--- config.mk ---
export PLATFORM = sky130hd
export DESIGN_NAME = gsensor_spi_responder
export DESIGN_NICKNAME = d
export VERILOG_FILES = /design/src/rtl/gsensor_spi_responder.sv
export SDC_FILE = /design/constraint.sdc
export NUM_CORES = 1
export LEC_CHECK = 0
export BUFFER_PORTS_ARGS = -buffer_cell sky130_fd_sc_hd__buf_2
export CAP_MARGIN = 20
export CORE_MARGIN = 5
export CORE_UTILIZATION = 35
export DETAILED_ROUTE_END_ITERATION = 6
export RECOVER_POWER = 100
export SETUP_SLACK_MARGIN = 0.05
export SYNTH_ARGS = -nofsm -noshare
export SYNTH_HDL_FRONTEND = slang
export SYNTH_SLANG_ARGS = --single-unit
--- constraint.sdc ---
create_clock -name clk_clk -period 3.49 [get_ports clk_clk]
set_input_delay 0.698 -clock clk_clk [delete_from_list [all_inputs] [get_ports clk_clk]]
set_output_delay 0.698 -clock clk_clk [all_outputs]
set_load 0.02 [all_outputs]
--- src/rtl/gsensor_spi_responder.sv ---
// gsensor_spi_responder: ADXL345-style SPI responder (mode 3, MSB first, 3-wire SDIO)
// with a 64x8 register file, X/Y/Z sample capture and a DATA_READY interrupt.
// Optional build macro SPI_FOUR_WIRE_EN: adds the spi_sdo port; DATA_FORMAT[6] then
// selects 4-wire (0, read data on spi_sdo) or 3-wire (1, read data on SDIO).
module gsensor_spi_responder #(
    parameter int unsigned SYNC_STAGES = 2,
    parameter logic [7:0]  DEVID_VALUE = 8'hE5
) (
    input  logic        clk_clk,
    input  logic        reset_reset,
    input  logic        spi_sclk,
    input  logic        spi_cs_n,
    input  logic        spi_sdio_in,
    output logic        spi_sdio_out,
    output logic        spi_sdio_oe,
    output logic        spi_int,
`ifdef SPI_FOUR_WIRE_EN
    output logic        spi_sdo,
`endif
    input  logic [15:0] sample_x,
    input  logic [15:0] sample_y,
    input  logic [15:0] sample_z,
    input  logic        sample_valid,
    output logic        reg_wr_strobe,
    output logic [5:0]  reg_wr_addr,
    output logic [7:0]  reg_wr_data
);

    localparam int unsigned ADDR_W = 6;
    localparam int unsigned DATA_W = 8;
    localparam int unsigned NREGS  = 64;
    localparam int unsigned CNT_W  = 3;

    localparam logic [ADDR_W-1:0] A_DEVID       = 6'h00;
    localparam logic [ADDR_W-1:0] A_INT_ENABLE  = 6'h2E;
    localparam logic [ADDR_W-1:0] A_INT_SOURCE  = 6'h30;
`ifdef SPI_FOUR_WIRE_EN
    localparam logic [ADDR_W-1:0] A_DATA_FORMAT = 6'h31;
`endif
    localparam logic [ADDR_W-1:0] A_DATAX0      = 6'h32;
    localparam logic [ADDR_W-1:0] A_DATAX1      = 6'h33;
    localparam logic [ADDR_W-1:0] A_DATAY0      = 6'h34;
    localparam logic [ADDR_W-1:0] A_DATAY1      = 6'h35;
    localparam logic [ADDR_W-1:0] A_DATAZ0      = 6'h36;
    localparam logic [ADDR_W-1:0] A_DATAZ1      = 6'h37;

    typedef enum logic [1:0] {
        IDLE  = 2'd0,
        CMD   = 2'd1,
        WDATA = 2'd2,
        RDATA = 2'd3
    } state_t;

    state_t state, state_nxt;

    logic [SYNC_STAGES-1:0] sclk_sync;
    logic [SYNC_STAGES-1:0] cs_sync;
    logic [SYNC_STAGES-1:0] sdio_sync;
    logic                   sclk_s, cs_s, sdio_s;
    logic                   sclk_prev, cs_prev;
    logic                   sclk_rise, sclk_fall, cs_rise, cs_fall;

    logic [DATA_W-1:0]      regs [NREGS];
    logic [DATA_W-1:0]      int_src_nxt;

    logic [CNT_W-1:0]       bit_cnt;
    logic [DATA_W-2:0]      shreg;
    logic [DATA_W-1:0]      rx_byte;
    logic [DATA_W-1:0]      tx_byte;
    logic [ADDR_W-1:0]      addr;
    logic [ADDR_W-1:0]      addr_adv;
    logic                   mb;
    logic                   byte_done;
    logic                   wr_protected;
    logic                   wr_fire;
    logic                   rd_done;
    logic                   three_wire;

    logic [15:0]            sbuf_x, sbuf_y, sbuf_z;
    logic                   pend;
    logic                   imm_commit;
    logic                   commit;

    // Pin synchronisers plus one-cycle history for edge detection.
    always_ff @(posedge clk_clk) begin
        if (reset_reset) begin
            sclk_sync <= '1;
            cs_sync   <= '1;
            sdio_sync <= '0;
            sclk_prev <= 1'b1;
            cs_prev   <= 1'b1;
        end else begin
            sclk_sync <= {sclk_sync[SYNC_STAGES-2:0], spi_sclk};
            cs_sync   <= {cs_sync[SYNC_STAGES-2:0], spi_cs_n};
            sdio_sync <= {sdio_sync[SYNC_STAGES-2:0], spi_sdio_in};
            sclk_prev <= sclk_s;
            cs_prev   <= cs_s;
        end
    end

    assign sclk_s    = sclk_sync[SYNC_STAGES-1];
    assign cs_s      = cs_sync[SYNC_STAGES-1];
    assign sdio_s    = sdio_sync[SYNC_STAGES-1];
    assign sclk_rise = sclk_s & ~sclk_prev;
    assign sclk_fall = ~sclk_s & sclk_prev;
    assign cs_rise   = cs_s & ~cs_prev;
    assign cs_fall   = ~cs_s & cs_prev;

`ifdef SPI_FOUR_WIRE_EN
    assign three_wire = regs[A_DATA_FORMAT][6];
`else
    assign three_wire = 1'b1;
`endif

    // Byte-level decode shared by the FSM, shifter and register file.
    always_comb begin
        rx_byte      = {shreg, sdio_s};
        byte_done    = sclk_rise && (bit_cnt == 3'd7) && (state != IDLE) && !cs_s;
        addr_adv     = mb ? (addr + 6'd1) : addr;
        wr_protected = (addr == A_DEVID) || (addr == A_INT_SOURCE) ||
                       ((addr >= A_DATAX0) && (addr <= A_DATAZ1));
        wr_fire      = byte_done && (state == WDATA) && !wr_protected;
        rd_done      = byte_done && (state == RDATA);
        commit       = imm_commit || (pend && cs_rise);
    end

    // FSM state register.
    always_ff @(posedge clk_clk) begin
        if (reset_reset) begin
            state <= IDLE;
        end else begin
            state <= state_nxt;
        end
    end

    // FSM next state: CS_N high always returns to IDLE.
    always_comb begin
        state_nxt = state;
        if (cs_s) begin
            state_nxt = IDLE;
        end else begin
            case (state)
                IDLE:    if (cs_fall) state_nxt = CMD;
                CMD:     if (byte_done) state_nxt = rx_byte[7] ? RDATA : WDATA;
                default: state_nxt = state;
            endcase
        end
    end

    // Shift register, address tracking and read-data drive on SCLK falls.
    always_ff @(posedge clk_clk) begin
        if (reset_reset) begin
            bit_cnt      <= '0;
            shreg        <= '0;
            mb           <= 1'b0;
            addr         <= '0;
            tx_byte      <= '0;
            spi_sdio_out <= 1'b0;
            spi_sdio_oe  <= 1'b0;
`ifdef SPI_FOUR_WIRE_EN
            spi_sdo      <= 1'b0;
`endif
        end else if (cs_s || (state == IDLE)) begin
            bit_cnt      <= '0;
            spi_sdio_out <= 1'b0;
            spi_sdio_oe  <= 1'b0;
`ifdef SPI_FOUR_WIRE_EN
            spi_sdo      <= 1'b0;
`endif
        end else begin
            if (sclk_rise) begin
                shreg   <= rx_byte[DATA_W-2:0];
                bit_cnt <= bit_cnt + 3'd1;
            end
            if (byte_done) begin
                case (state)
                    CMD: begin
                        mb      <= rx_byte[6];
                        addr    <= rx_byte[5:0];
                        tx_byte <= regs[rx_byte[5:0]];
                    end
                    WDATA: addr <= addr_adv;
                    RDATA: begin
                        addr    <= addr_adv;
                        tx_byte <= regs[addr_adv];
                    end
                    default: ;
                endcase
            end
            if (sclk_fall && (state == RDATA)) begin
                tx_byte <= {tx_byte[DATA_W-2:0], 1'b0};
                if (three_wire) begin
                    spi_sdio_out <= tx_byte[7];
                    spi_sdio_oe  <= 1'b1;
`ifdef SPI_FOUR_WIRE_EN
                    spi_sdo      <= 1'b0;
                end else begin
                    spi_sdo      <= tx_byte[7];
`endif
                end
            end
        end
    end

    // Sample capture: immediate commit when idle, one-deep pending buffer mid-transaction.
    always_ff @(posedge clk_clk) begin
        if (reset_reset) begin
            sbuf_x     <= '0;
            sbuf_y     <= '0;
            sbuf_z     <= '0;
            pend       <= 1'b0;
            imm_commit <= 1'b0;
        end else begin
            imm_commit <= sample_valid && cs_s;
            if (pend && cs_rise) begin
                pend <= 1'b0;
            end
            if (sample_valid) begin
                sbuf_x <= sample_x;
                sbuf_y <= sample_y;
                sbuf_z <= sample_z;
                if (!cs_s) begin
                    pend <= 1'b1;
                end
            end
        end
    end

    // INT_SOURCE update: read of DATAZ1 clears, commits and overruns set (set wins).
    always_comb begin
        int_src_nxt = regs[A_INT_SOURCE];
        if (rd_done && (addr == A_DATAZ1)) begin
            int_src_nxt[7] = 1'b0;
            int_src_nxt[0] = 1'b0;
        end
        if (commit) begin
            if (regs[A_INT_SOURCE][7]) begin
                int_src_nxt[0] = 1'b1;
            end
            int_src_nxt[7] = 1'b1;
        end
        if (sample_valid && !cs_s && pend) begin
            int_src_nxt[0] = 1'b1;
        end
    end

    // Register file: SPI writes, sample commits and interrupt source.
    always_ff @(posedge clk_clk) begin
        if (reset_reset) begin
            for (int i = 0; i < NREGS; i++) begin
                regs[6'(i)] <= (i == 0) ? DEVID_VALUE : 8'h00;
            end
        end else begin
            if (wr_fire) begin
                regs[addr] <= rx_byte;
            end
            if (commit) begin
                regs[A_DATAX0] <= sbuf_x[7:0];
                regs[A_DATAX1] <= sbuf_x[15:8];
                regs[A_DATAY0] <= sbuf_y[7:0];
                regs[A_DATAY1] <= sbuf_y[15:8];
                regs[A_DATAZ0] <= sbuf_z[7:0];
                regs[A_DATAZ1] <= sbuf_z[15:8];
            end
            regs[A_INT_SOURCE] <= int_src_nxt;
        end
    end

    // Write notification towards the system side.
    always_ff @(posedge clk_clk) begin
        if (reset_reset) begin
            reg_wr_strobe <= 1'b0;
            reg_wr_addr   <= '0;
            reg_wr_data   <= '0;
        end else begin
            reg_wr_strobe <= wr_fire;
            if (wr_fire) begin
                reg_wr_addr <= addr;
                reg_wr_data <= rx_byte;
            end
        end
    end

    // Interrupt pin: DATA_READY gated by its enable.
    always_ff @(posedge clk_clk) begin
        if (reset_reset) begin
            spi_int <= 1'b0;
        end else begin
            spi_int <= regs[A_INT_SOURCE][7] & regs[A_INT_ENABLE][7];
        end
    end

endmodule

==> key figures <==
Synth
  – Async S/R FF share, synth: 0%
  – Top cell type's share of synthesized area: a little under half
  – Post-synthesis sequential area ratio: between 50% and 60%
  – Synthesis Warnings: 0
  – Synthesized area per cell: ~14 um^2
  – EDFF count, synth: 510
  – Compound-Gate Fraction of Synth Area: ~3.4%
  – Adder-Cell Fraction of Synth Area: less than 1%
  – Cells after Synth: 2307
  – Synth area leader: edfxtp_1
  – Simple-gate portion of the synthesized area: 16.4%
  – Cell area after synthesis: between 30000 and 40000 um^2
  – Main synth FF type: edfxtp_1
  – Flops & latches, synth: 615
  – Largest family of logic cells by synthesized area: multiplexers
  – Ranking of synthesized cells by area: edfxtp_1 (48%), mux4_2 (19%), and2_1 (8.8%)
  – Post-synth net total: roughly 2400
  – Post-Synth XOR/XNOR Area: less than 1%
  – Synth unique cells: just under 70
  – Post-synthesis mux area share: 22.1%

Final layout
  – Post-layout util: 40.1%
  – Number of fill cells: about 8400
  – Number of nets in the layout: approximately 2500
  – Area growth from synthesis to layout: 14.3%
  – Fin cells: ~3700
  – Sequential cell area: 17400 um^2
  – Layout cells sized above 1: between 20% and 30%
  – Antenna diode count: 0
  – Design area: ~37000 um^2
  – Multi-input logic area: between 10000 and 15000 um^2

GRT
  – First-pass GRT wire length: approximately 150000 um
  – Antenna violations before repair: 2
  – Remaining global-route overflow: 0
  – GRT Overall Usage: ~20%
  – Maximum number of pins on one net before global-route repair: 61
  – Number of global-route vias before repair: roughly 21000

Floorplan
  – Total die area: between 90000 and 100000 um^2
  – Initial Util: between 30% and 40%
  – Core area: approximately 91000 um^2
  – Die span in x: about 310 um
  – Chip height: around 310 um
  – Std cell rows: around 110
  – Top-level I/O count: slightly above 70

STA
  – Worst-Margin Slew: between 2 and 2.5 ns
  – Slew headroom: -66.5%
  – Setup WS post-layout: 0.109 ns
  – Period utilization: 96.9%
  – Fin crit period: about 3.4 ns
  – Hold Fails Final Rpt: 0
  – Setup tns final: 0 ns
  – Setup violations, final: 0
  – Fin Hold WS: 0.258 ns
  – Final Skew: about 0.031 ns
  – Fmax: roughly 300 MHz
  – RSZ-0062 raised after global routing: false
  – Fin. max-slew vios: 108

Pwr
  – Leak pwr: between 10 and 15 nW
  – Maximum vdd drop: roughly 370 uV
  – Power per cell area: around 450 nW/um^2
  – Tot Pwr: 16.6 mW

Run status
  – Failing checks: max-capacitance violations, max-slew violations
  – Status: complete, but fails checks

Worst setup path
  – Worst path most repeated cell: buf_6
  – Crit path DAT: 3.78 ns
  – Setup crit end kind: flop
  – Crit-path max cell delay: between 0.4 and 0.5 ns
  – Sequence of cells on the critical path: inv_1 -> ha_1 -> mux2_8 -> buf_6 -> buf_6 -> mux4_2 -> a22oi_1 -> a31oi_1 -> o21ai_0 -> a311oi_1
  – CP max stage cell: dfxtp_1
  – Worst Path Required: 3.89 ns
  – Critical path class: flop to flop
  – Crit Path Max Fanout: 21
  – Worst reg2reg path depth: 10
  – CP Launch Type: flop

CTS
  – Clock transition at the registers of the reported paths: around 0.06 ns
  – Buffer depth of the longest clock path: 3
  – # hold bufs at CTS: 0
  – Sink Count: between 600 and 700
  – Root buffer cell: clkbuf_16
  – Clock buffers created by TritonCTS: 69
  – H-Tree Depth: 3
  – CTS tree: done
  – Worst skew pair latency: about 0.64 ns
  – Setup bufs post-CTS: 0

Routing
  – DRT antenna net count: 0
  – # DRC: 0
  – Routed length per instance: ~27 um
  – Violation count after the first detailed-route iteration: 2651
  – Drt pass-1 iters: 6
  – Vias: around 21000
  – Via-to-Cell Ratio: 5.78
  – Final wirelength: about 100000 um

Place
  – Dpl ws: between 0.04 and 0.05 ns
  – Port buffer count: ~70
  – Placed Instances: approximately 3500
  – Post-DP HPWL: 72100 um
  – Routability cong.: about 0.94
  – DP Area: ~34000 um^2

Hold path
  – HP Class: primary input to flop
  – Worst Hold Depth: 2

Job
  – Max cap viols: 2
flip-flops by register name, indices dropped and copies added, names as in the netlist, 3 cells and up:
signal	flops
addr	6
sbuf_x	16
bit_cnt	3
reg_wr_data	8
regs	512
sbuf_y	16
shreg	7
sbuf_z	16
reg_wr_addr	6
tx_byte	8
metal layers:
metal	wire, um	track usage, %	vias up	part of all wire (%)
li1	-	-	8927	-
met1	39800	26.6	10900	40
met2	48500	33.1	1024	48
met3	7710	3.59	204	7.7
met4	4180	7.75	0	4.2
met5	0	0	-	0
power by group:
group,leakage [nW],switching (mW),internal [mW]
Sequential,6.12,0.171,8.19
Combinational,5.28,0.396,0.328
Clock,1.14,3.16,4.39
timing repair:
item | CTS | global route
cloned | 0 | 0
gates resized for setup | 1 | 1
endpoints found under the setup margin | 1 | 1
Yosys cell counts, types with 4 or more instances:
library cell,instances
o22ai_1,9
xnor2_1,6
nor2_2,17
nand2_1,72
a21o_1,4
dfxtp_1,105
a22o_1,16
ha_1,5
clkbuf_1,107
a311oi_1,6
nand4_1,5
edfxtp_1,510
nor4_1,5
inv_1,8
a211oi_1,12
nand3_1,43
o21ai_0,11
and3_1,5
buf_2,51
buf_1,20
or3_1,11
mux2i_1,110
and2_1,452
a221oi_1,16
or2_2,65
nor3_1,64
a21oi_1,25
nor2_1,150
nand2b_1,11
nor2b_1,8
a31oi_1,14
mux4_2,263
buf_6,7
buf_4,20
a22oi_1,20
critical path, delay by kind of cell (launching register included):
family | cells | cell delay [ns]
flops | 1 | 0.42
compound gates | 4 | 0.96
buf+inv | 3 | 0.70
mux | 2 | 0.71
fa+ha+maj | 1 | 0.33
cells by family (layout without fill, tap and decap cells):
logic type	Yosys count	in the layout
adder cells (fa/ha/maj)	5	5
AND/OR/NAND/NOR	934	934
buffers and inverters	215	374
flip-flops	615	615
XOR/XNOR	10	10
AO/OA/AOI/OAI	151	151
multiplexers	377	377
cell usage in the layout, fill, tap and decap left out, drive strengths merged, types with 8 or more instances in the layout:
master / Yosys / layout
nor3: 67 / 67
o22ai: 9 / 9
nor2b: 8 / 8
or3: 11 / 11
a22o: 16 / 16
nor4: 9 / 9
nand2: 72 / 72
a31oi: 14 / 14
nand2b: 11 / 11
o21ai: 13 / 13
a221oi: 17 / 17
clkinv: 0 / 24
nand3: 44 / 44
a211oi: 13 / 13
and2: 453 / 453
a21oi: 25 / 25
dfxtp: 105 / 105
mux2i: 110 / 110
nor2: 170 / 170
mux4: 263 / 263
buf: 98 / 183
a22oi: 20 / 20
clkbuf: 107 / 142
edfxtp: 510 / 510
or2: 66 / 66
inv: 10 / 14
worst paths after layout:
check                       to  slack [ns]    startpoint
hold reg to reg   sdio_sync[1]        0.44  sdio_sync[0]
setup / recovery    tx_byte[6]        0.11       addr[1]
hold / removal      cs_sync[0]        0.26      spi_cs_n
setup reg to reg    tx_byte[6]        0.11       addr[1]
area by class of cell:
cell class	instances	area share, %
flip-flops and latches	615	47.7
repair buffers	236	4.66
multi-input cells	1477	37.1
inverters	10	0.103
clock buffers	89	5.15
clock inverters	39	1.24
well taps	1186	4.06
Power figures use the tool's default switching activity.
